### config.mk
export PLATFORM = sky130hd
export DESIGN_NAME = uart_tx_cfg
export DESIGN_NICKNAME = d
export VERILOG_FILES = /design/src/rtl/uart_tx_cfg.sv
export SDC_FILE = /design/constraint.sdc
export NUM_CORES = 1
export LEC_CHECK = 0
export ABC_AREA = 1
export ABC_CLOCK_PERIOD_IN_PS = 2000
export CAP_MARGIN = 10
export CORE_MARGIN = 2
export CORE_UTILIZATION = 58
export CTS_BUF_LIST = sky130_fd_sc_hd__clkbuf_8
export DETAILED_ROUTE_END_ITERATION = 7
export GPL_TIMING_DRIVEN = 0
export PLACE_DENSITY = 0.86
export SETUP_SLACK_MARGIN = 0.5
export SLEW_MARGIN = 20
export SYNTH_ARGS = -nofsm -noshare
export SYNTH_HDL_FRONTEND = slang
export SYNTH_SLANG_ARGS = --single-unit
### constraint.sdc
create_clock -name clk -period 2 [get_ports clk]
set_input_delay 0.3 -clock clk [delete_from_list [all_inputs] [get_ports clk]]
set_output_delay 0.3 -clock clk [all_outputs]
set_load 0.005 [all_outputs]
### src/rtl/uart_tx_cfg.sv
// uart_tx_cfg: valid/ready UART transmitter, configurable data width, stop bits and parity.
// Define UART_TX_PARITY_EN to add the parity bit after the data bits.
module uart_tx_cfg #(
  parameter int CLK_FREQ   = 5_000_000,
  parameter int BAUD_RATE  = 9600,
  parameter int DATA_BITS  = 8,
  parameter int STOP_BITS  = 1,
  parameter int PARITY_ODD = 0
) (
  input  logic                 clk,
  input  logic                 rst,
  input  logic [DATA_BITS-1:0] tx_data,
  input  logic                 tx_valid,
  output logic                 tx_ready,
  output logic                 tx,
  output logic                 busy,
  output logic                 frame_done
);
  localparam int CPB = CLK_FREQ / BAUD_RATE;
  localparam int CW  = $clog2(CPB);
`ifdef UART_TX_PARITY_EN
  typedef enum logic [2:0] {IDLE, START, DATA, PARITY, STOP} state_e;
`else
  typedef enum logic [2:0] {IDLE, START, DATA, STOP} state_e;
`endif
  state_e                 state_q, state_d;
  logic [CW-1:0]          baud_q, baud_d;
  logic [3:0]             bit_q, bit_d;
  logic [DATA_BITS-1:0]   shift_q, shift_d;
  logic                   tx_q, tx_d, done_q, done_d;
  logic                   bit_end, last_data, last_stop, accept;
`ifdef UART_TX_PARITY_EN
  logic                   par_q, par_d;
`endif
  assign bit_end    = baud_q == CW'(CPB - 1);
  assign last_data  = bit_q == 4'(DATA_BITS - 1);
  assign last_stop  = bit_q == 4'(STOP_BITS - 1);
  assign tx_ready   = !rst && (state_q == IDLE || (state_q == STOP && last_stop && bit_end));
  assign accept     = tx_valid && tx_ready;
  assign tx         = tx_q;
  assign busy       = state_q != IDLE;
  assign frame_done = done_q;
  always_comb begin
    state_d = state_q;
    baud_d  = (state_q == IDLE || accept || bit_end) ? '0 : baud_q + CW'(1);
    bit_d   = bit_q;
    shift_d = shift_q;
    done_d  = 1'b0;
    case (state_q)
      IDLE:  if (accept) state_d = START;
      START: if (bit_end) begin
        state_d = DATA;
        bit_d   = '0;
      end
      DATA:  if (bit_end) begin
        shift_d = shift_q >> 1;
        bit_d   = last_data ? 4'd0 : bit_q + 4'd1;
`ifdef UART_TX_PARITY_EN
        if (last_data) state_d = PARITY;
`else
        if (last_data) state_d = STOP;
`endif
      end
`ifdef UART_TX_PARITY_EN
      PARITY: if (bit_end) state_d = STOP;
`endif
      STOP:  if (bit_end) begin
        bit_d = last_stop ? 4'd0 : bit_q + 4'd1;
        if (last_stop) begin
          done_d  = 1'b1;
          state_d = accept ? START : IDLE;
        end
      end
      default: state_d = IDLE;
    endcase
    if (accept) shift_d = tx_data;
`ifdef UART_TX_PARITY_EN
    par_d = accept ? (^tx_data) ^ (PARITY_ODD != 0) : par_q;
    tx_d  = state_d == START  ? 1'b0 :
            state_d == DATA   ? shift_d[0] :
            state_d == PARITY ? par_d : 1'b1;
`else
    tx_d  = state_d == START ? 1'b0 :
            state_d == DATA  ? shift_d[0] : 1'b1;
`endif
  end
  // tx follows the next state so the line changes on the same edge as the state
  always_ff @(posedge clk) begin
    if (rst) begin
      state_q <= IDLE;
      baud_q  <= '0;
      bit_q   <= '0;
      shift_q <= '0;
      tx_q    <= 1'b1;
      done_q  <= 1'b0;
`ifdef UART_TX_PARITY_EN
      par_q   <= 1'b0;
`endif
    end else begin
      state_q <= state_d;
      baud_q  <= baud_d;
      bit_q   <= bit_d;
      shift_q <= shift_d;
      tx_q    <= tx_d;
      done_q  <= done_d;
`ifdef UART_TX_PARITY_EN
      par_q   <= par_d;
`endif
    end
  end
endmodule

==> results.md, run 1 <==
- Clock sink count: 27
- Largest area contributor in the netlist: dfxtp_1
- Worst skew pair latency: 290 ps
- Seq cells post-synth: 27
- Clk_skew: 5.609 ps
- CP most frequent cell: nand2_1
- Crit-path max FO: 4
- Fin worst setup slack: 82.19 ps
- Grt ovf: 0
- Tcrit/Tclk final: 95.89%
- Bufs and invs on worst path: 4
- Final wirelength: 5.266 mm
- CP Cell Sequence: inv_1 -> ha_1 -> nand2_1 -> nor2_2 -> nand2_2 -> nand2_4 -> buf_6 -> nand2_8 -> buf_6 -> nand2_1 -> inv_1 -> nand2_1 -> nand2_1
- Antenna Violating Nets Remaining: 0
- Core ar.: 2233 sq um
- Min Clock Period, post-route: 1918 ps
- Yosys warnings: 0
- Worst-path clk slew: 100 ps
- Vias in the first global route: 1401
- Num rows: 17
- Detailed placer's ending HPWL: 2.189 mm
- Fin. max-slew vios: 0
- Inst Count DP: 240
- CTS tree: done
- CP arrival: 2080 ps
- P&R area growth vs syn: 39.26%
- Min-delay worst type: in2reg
- FF-to-FF Start: bit_q[1]
- Main area contributors after synthesis: dfxtp_1 (39%), nand2_1 (12%), nor2_1 (11%), inv_1 (6.0%), nand3_1 (3.6%)
- Die Ht: 52.89 microns
- Cell Area, Placed: 1577 sq um
- Leak Pwr: 0.0008270 uW
- Instance count of the mapped netlist: 198
- Max Cap Viol: 0
- Critical path's slowest cell: dfxtp_1
- Post-synth EDFFs: 0
- Worst Setup Start Kind: flop
- RSZ-0062 raised after global routing: true
- Crit. End Element: flop
- Layout net count: 250
- Origin of the worst min-delay path: rst
- Final GP Congestion: 0.8351
- Remaining DRCs: 0
- # IOs: 15
- DRT iter0 DRCs: 114
- Synth top area share: 38.99%
- Post-route insts no fill: 263
- Final setup vio count: 0
- Final standard cell area without fillers: 1931 sq um
- # H-tree levels: 1
- Worst slack, placed: -251.9 ps
- Clock buffer count from CTS: 3
- Die area: 2797 sq um
- Vias: 1647
- Layout cells sized above 1: 28.09%
- Largest net degree at the start of global routing: 17
- Syn Area/Cell: 7.002 sq um
- # diodes: 0
- Worst VDD drop: 0.0005469 V
- First-pass GRT wire length: 5.968 mm
- CTS root buffer: clkbuf_8
- Total track usage: 30.01%
- Crit path from: bit_q[1]
- CTS Buffer Depth: 2
- PD cells: 533.3 nW/um^2
- Final hold viol count: 0
- Main synth FF type: dfxtp_1
- Maximum clock frequency: 0.5214 GHz
- Antenna violations before repair: 0
- Data required, critical path: 2170 ps
- Drt wl/cell: 20.02 microns
- Distinct cell type count after synthesis: 27
- Outcome: finished clean
- FILL cells: 112
- Fin util: 86.44%
- Vias per inst: 6.262
- DRT Pass-1 Iters: 6
- Worst path max stage delay: 340 ps
- Register area share after synthesis: 38.99%
- Synthesized area: 1386 sq um
- Asr flop ratio synth: 0%
- Cell family with most CP delay: simple AND/OR/NAND/NOR gates
- Die X: 52.89 microns
- Syn_nets: 212
- Setup CP Type: reg2reg
- Port buffer count: 14
- Hold_ws: 525.7 ps
- Initial Utilization: 62.07%
-- registers in the layout (all words and copies together) (netlist names) --
| name | count |
|---|---|
| tx | 1 |
| baud_q | 10 |
| state_q | 3 |
| frame_done | 1 |
| shift_q | 8 |
| bit_q | 4 |
-- layer usage --
metal	wire length (microns)	vias to the layer above	track usage, %
li1	-	698	-
met1	1885	758	32.86
met2	2511	147	55.00
met3	473	44	3.955
met4	395	0	16.67
met5	0	-	0
-- worst register-to-register path, cell delays in order, from the launching register on --
cell and delay [ps]:
dfxtp_1 340, inv_1 100, ha_1 180, nand2_1 130
nor2_2 180, nand2_2 100, nand2_4 70, buf_6 120
nand2_8 70, buf_6 140, nand2_1 100, inv_1 90
nand2_1 100, nand2_1 100
-- what timing repair did --
item / 4_1_cts / 5_1_grt
setup endpoints to repair: 18 / 19
setup buffers: 12 / 5
cloned: 1 / 1
gates resized for setup: 25 / 23
pin swaps: 6 / 10
hold buffers: 0 / 0
-- cell usage after synthesis, types with 3 or more instances --
master	instances
nand3_2	5
o21ai_0	4
nand2_1	44
nand3_1	10
ha_1	3
dfxtp_1	27
nor2_1	42
inv_1	22
a21oi_1	6
nor3_1	4
xor2_1	5
nand2_2	3
nand4_1	3
-- power by group --
part | switching [uW] | internal (uW) | leakage, uW | total (uW)
clock | 195 | 142 | 0.0000217 | 337
combinational | 68.8 | 62.0 | 0.000582 | 131
sequential | 13.3 | 549 | 0.000223 | 562
total | 277 | 753 | 0.000827 | 1030
-- cell usage in the layout, fill, tap and decap left out, types with 3 or more instances in the layout --
cell             instances
nand2_4                  3
clkbuf_8                 3
dfxtp_4                  3
nor2_1                  37
nand4_1                  3
nand3_2                  5
a21oi_1                  5
dfxtp_1                 20
nand2_1                 42
buf_6                    3
clkdlybuf4s50_1         11
nor2_2                   4
dfxtp_2                  4
inv_1                   21
nor2_4                   3
nor3_1                   3
buf_4                   14
nand2_2                  3
nand3_1                  9
xor2_1                   5
-- cell type report --
type / count / area [sq um] / share of cell area (%)
Tap cell: 28 / 35.03 / 1.815
Sequential cell: 27 / 556.8 / 28.84
Clock inverter: 1 / 7.507 / 0.3889
Multi-Input combinational cell: 146 / 874.6 / 45.30
Buffer: 1 / 15.01 / 0.7777
Timing Repair Buffer: 32 / 299.0 / 15.49
Clock buffer: 3 / 41.29 / 2.139
Inverter: 25 / 101.3 / 5.250
-- path summary, 6_finish.rpt --
| path | to | slack [ps] | cells past startpoint |
|---|---|---|---|
| setup / recovery | tx | 80 | 13 |
| hold / removal | shift_q[0] | 530 | 2 |
| hold reg to reg | bit_q[2] | 530 | 2 |
| setup reg to reg | tx | 80 | 13 |
-- logic make-up (layout without fill, tap and decap cells) --
| family | after synthesis | after routing | share of synthesized area (%) |
|---|---|---|---|
| other | 1 | 1 | 0.2705 |
| xor gates and xnor gates | 5 | 5 | 3.159 |
| DFF | 27 | 27 | 38.99 |
| AOI/OAI and AO/OA | 17 | 17 | 6.949 |
| buffers and inverters | 26 | 62 | 7.671 |
| adders and majority gates | 3 | 3 | 2.708 |
| and+or+nand+nor | 119 | 120 | 40.25 |
-- per-stage QoR --
step	total power (uW)	setup TNS [ps]
floorplan	615.0	0
global placement	650.8	-216.4
detailed placement	655.1	-251.9
CTS	994.6	0
global route	1042	0
finish	1030	0
Note: power is estimated with default switching activity, not from simulation.
==> inputs of run 2 (changes only) <==
--- a/config.mk
+++ b/config.mk
@@ -6,7 +6,7 @@
 export NUM_CORES = 1
 export LEC_CHECK = 0
 export ABC_AREA = 1
-export ABC_CLOCK_PERIOD_IN_PS = 2000
+export ABC_CLOCK_PERIOD_IN_PS = 1900
 export CAP_MARGIN = 10
 export CORE_MARGIN = 2
 export CORE_UTILIZATION = 58
==> constraint.sdc (replaced) <==
create_clock -name clk -period 1.9 [get_ports clk]
set_input_delay 0.285 -clock clk [delete_from_list [all_inputs] [get_ports clk]]
set_output_delay 0.285 -clock clk [all_outputs]
set_load 0.005 [all_outputs]
==> results.md, run 2 (synthesized netlist as in run 1, its figures left out) <==
- CP arrival: 1940 ps
- Remaining DRCs: 0
- Leak Pwr: 0.0009016 uW
- Final GP Congestion: 0.9095
- Die X: 52.89 microns
- Final standard cell area without fillers: 2079 sq um
- Vias per inst: 6.231
- Worst Hold End: shift_q[7]
- Worst Setup Start Kind: flop
- First-pass GRT wire length: 5.968 mm
- Fin worst setup slack: 131.8 ps
- Drt wl/cell: 19.99 microns
- Clock buffer count from CTS: 3
- Min Clock Period, post-route: 1768 ps
- Setup CP Type: reg2reg
- # IOs: 15
- Most frequent cells in the layout: nand2_1 (35), nor2_1 (29), inv_1 (21)
- Grt ovf: 0
- Int Pwr: 792.2 uW
- Outcome: finished clean
- Antenna violations before repair: 0
- Maximum clock frequency: 0.5655 GHz
- Layout cells sized above 1: 39.58%
- CTS root buffer: clkbuf_8
- Die area: 2797 sq um
- Num rows: 17
- Final hold viol count: 0
- Clock sink count: 27
- PD cells: 506.8 nW/um^2
- Final setup vio count: 0
- RSZ-0062 raised after global routing: true
- Tot Pwr: 1054 uW
- Net Sw Frac: 24.83%
- Max reg flops: 10
- Min-delay worst type: reg2reg
- Seq pwr share: 56.2%
- Commonest non-fill, non-tap cell in the layout: nand2_1
- P&R area growth vs syn: 50.00%
- CTS tree: done
- DRT iter0 DRCs: 121
- Antenna Violating Nets Remaining: 0
- Crit. End Element: flop
- Final wirelength: 5.357 mm
- DRT Pass-1 Iters: 5
- Total negative setup slack: 0 ps
- R2r worst-path depth: 11
- Worst-path clk slew: 90 ps
- Reg-to-reg endpoint: shift_q[3]
- Origin of the worst min-delay path: shift_q[7]
- Total track usage: 29.37%
- Clock power frac: 30.6%
- # H-tree levels: 1
- Layout net count: 255
- WHS Path Cells: 2
- Hold buffer count at cts: 0
- Vias: 1670
- Die Ht: 52.89 microns
- Biggest register: baud_q
- Data required, critical path: 2070 ps
- Largest net degree at the start of global routing: 15
- Detailed placer's ending HPWL: 2.133 mm
- NetSw: 261.7 uW
- R2r setup slk: 130 ps
- Hold_ws: 513.5 ps
- Combinational share of power: 13.2%
- Cell Area, Placed: 1593 sq um
- Vias in the first global route: 1441
- Worst VDD drop: 0.0004022 V
- Worst skew pair latency: 270 ps
- Worst slack, placed: -320.2 ps
- FILL cells: 75
- Max Cap Viol: 0
- Crit-path max FO: 6
- Initial Utilization: 62.07%
- # diodes: 0
- CTS Buffer Depth: 2
- Tcrit/Tclk final: 93.06%
- Port buffer count: 14
- Biggest regs: baud_q x10, shift_q x8, bit_q x4
- Fin. max-slew vios: 0
- Clk_skew: 3.876 ps
- Core ar.: 2233 sq um
- FF-to-FF Start: state_q[0]
run 2: per-stage QoR:
step / util (%) / cells
after global routing: 93.11 / 268
after floorplan: - / 198
after global placement: 71.32 / 240
after detailed placement: 71.32 / 240
final: 93.11 / 268
after CTS: 80.11 / 258
run 2: layout make-up:
type,count,area [sq um],area share (%)
multi-input cells,145,973.4,46.81
flip-flops and latches,27,556.8,26.78
repair buffers,38,352.8,16.97
inverters,25,101.3,4.874
clock buffers,3,41.29,1.986
well taps,28,35.03,1.685
plain buffers,1,15.01,0.7220
clock inverters,1,3.754,0.1805
run 2: what timing repair did:
action                     4_1_cts  5_1_grt
setup endpoints to repair       20       24
setup buffers                   14        9
pin swaps                        7       18
resized for setup               25       57
gates cloned                     0        1
run 2: critical path, cell delays in order (launching register included):
cell and delay, ps:
dfxtp_4 410, nand2_2 90, nor2_4 150, nand2_1 100, nor2_2 180, nand2_4 90, nand2_4 80, buf_6 120
nand2_8 70, buf_8 150, nor2_1 160, nor2_1 70
run 2: power groups by stage:
stage	clock network [uW]	logic, uW	registers [uW]
2_1_floorplan	0	45.6	602
3_3_place_gp	0	82.0	603
3_5_place_dp	0	85.4	604
4_1_cts	320	104	589
5_1_grt	343	151	593
6_report	322	139	592
run 2: worst max-delay path by stage:
stage | from | end
3_3_place_gp | rst | tx_ready
2_1_floorplan | baud_q[1] | shift_q[7]
3_5_place_dp | rst | tx_ready
6_report | state_q[0] | shift_q[3]
4_1_cts | baud_q[0] | tx_ready
5_1_grt | state_q[0] | shift_q[6]
run 2: per-layer routing:
layer	global-route usage (%)	up-vias	share of wire, %
met1	31.85	764	36
met4	14.96	0	8.3
li1	-	713	-
met3	4.802	57	9.4
met5	0	-	0
met2	54.17	136	46
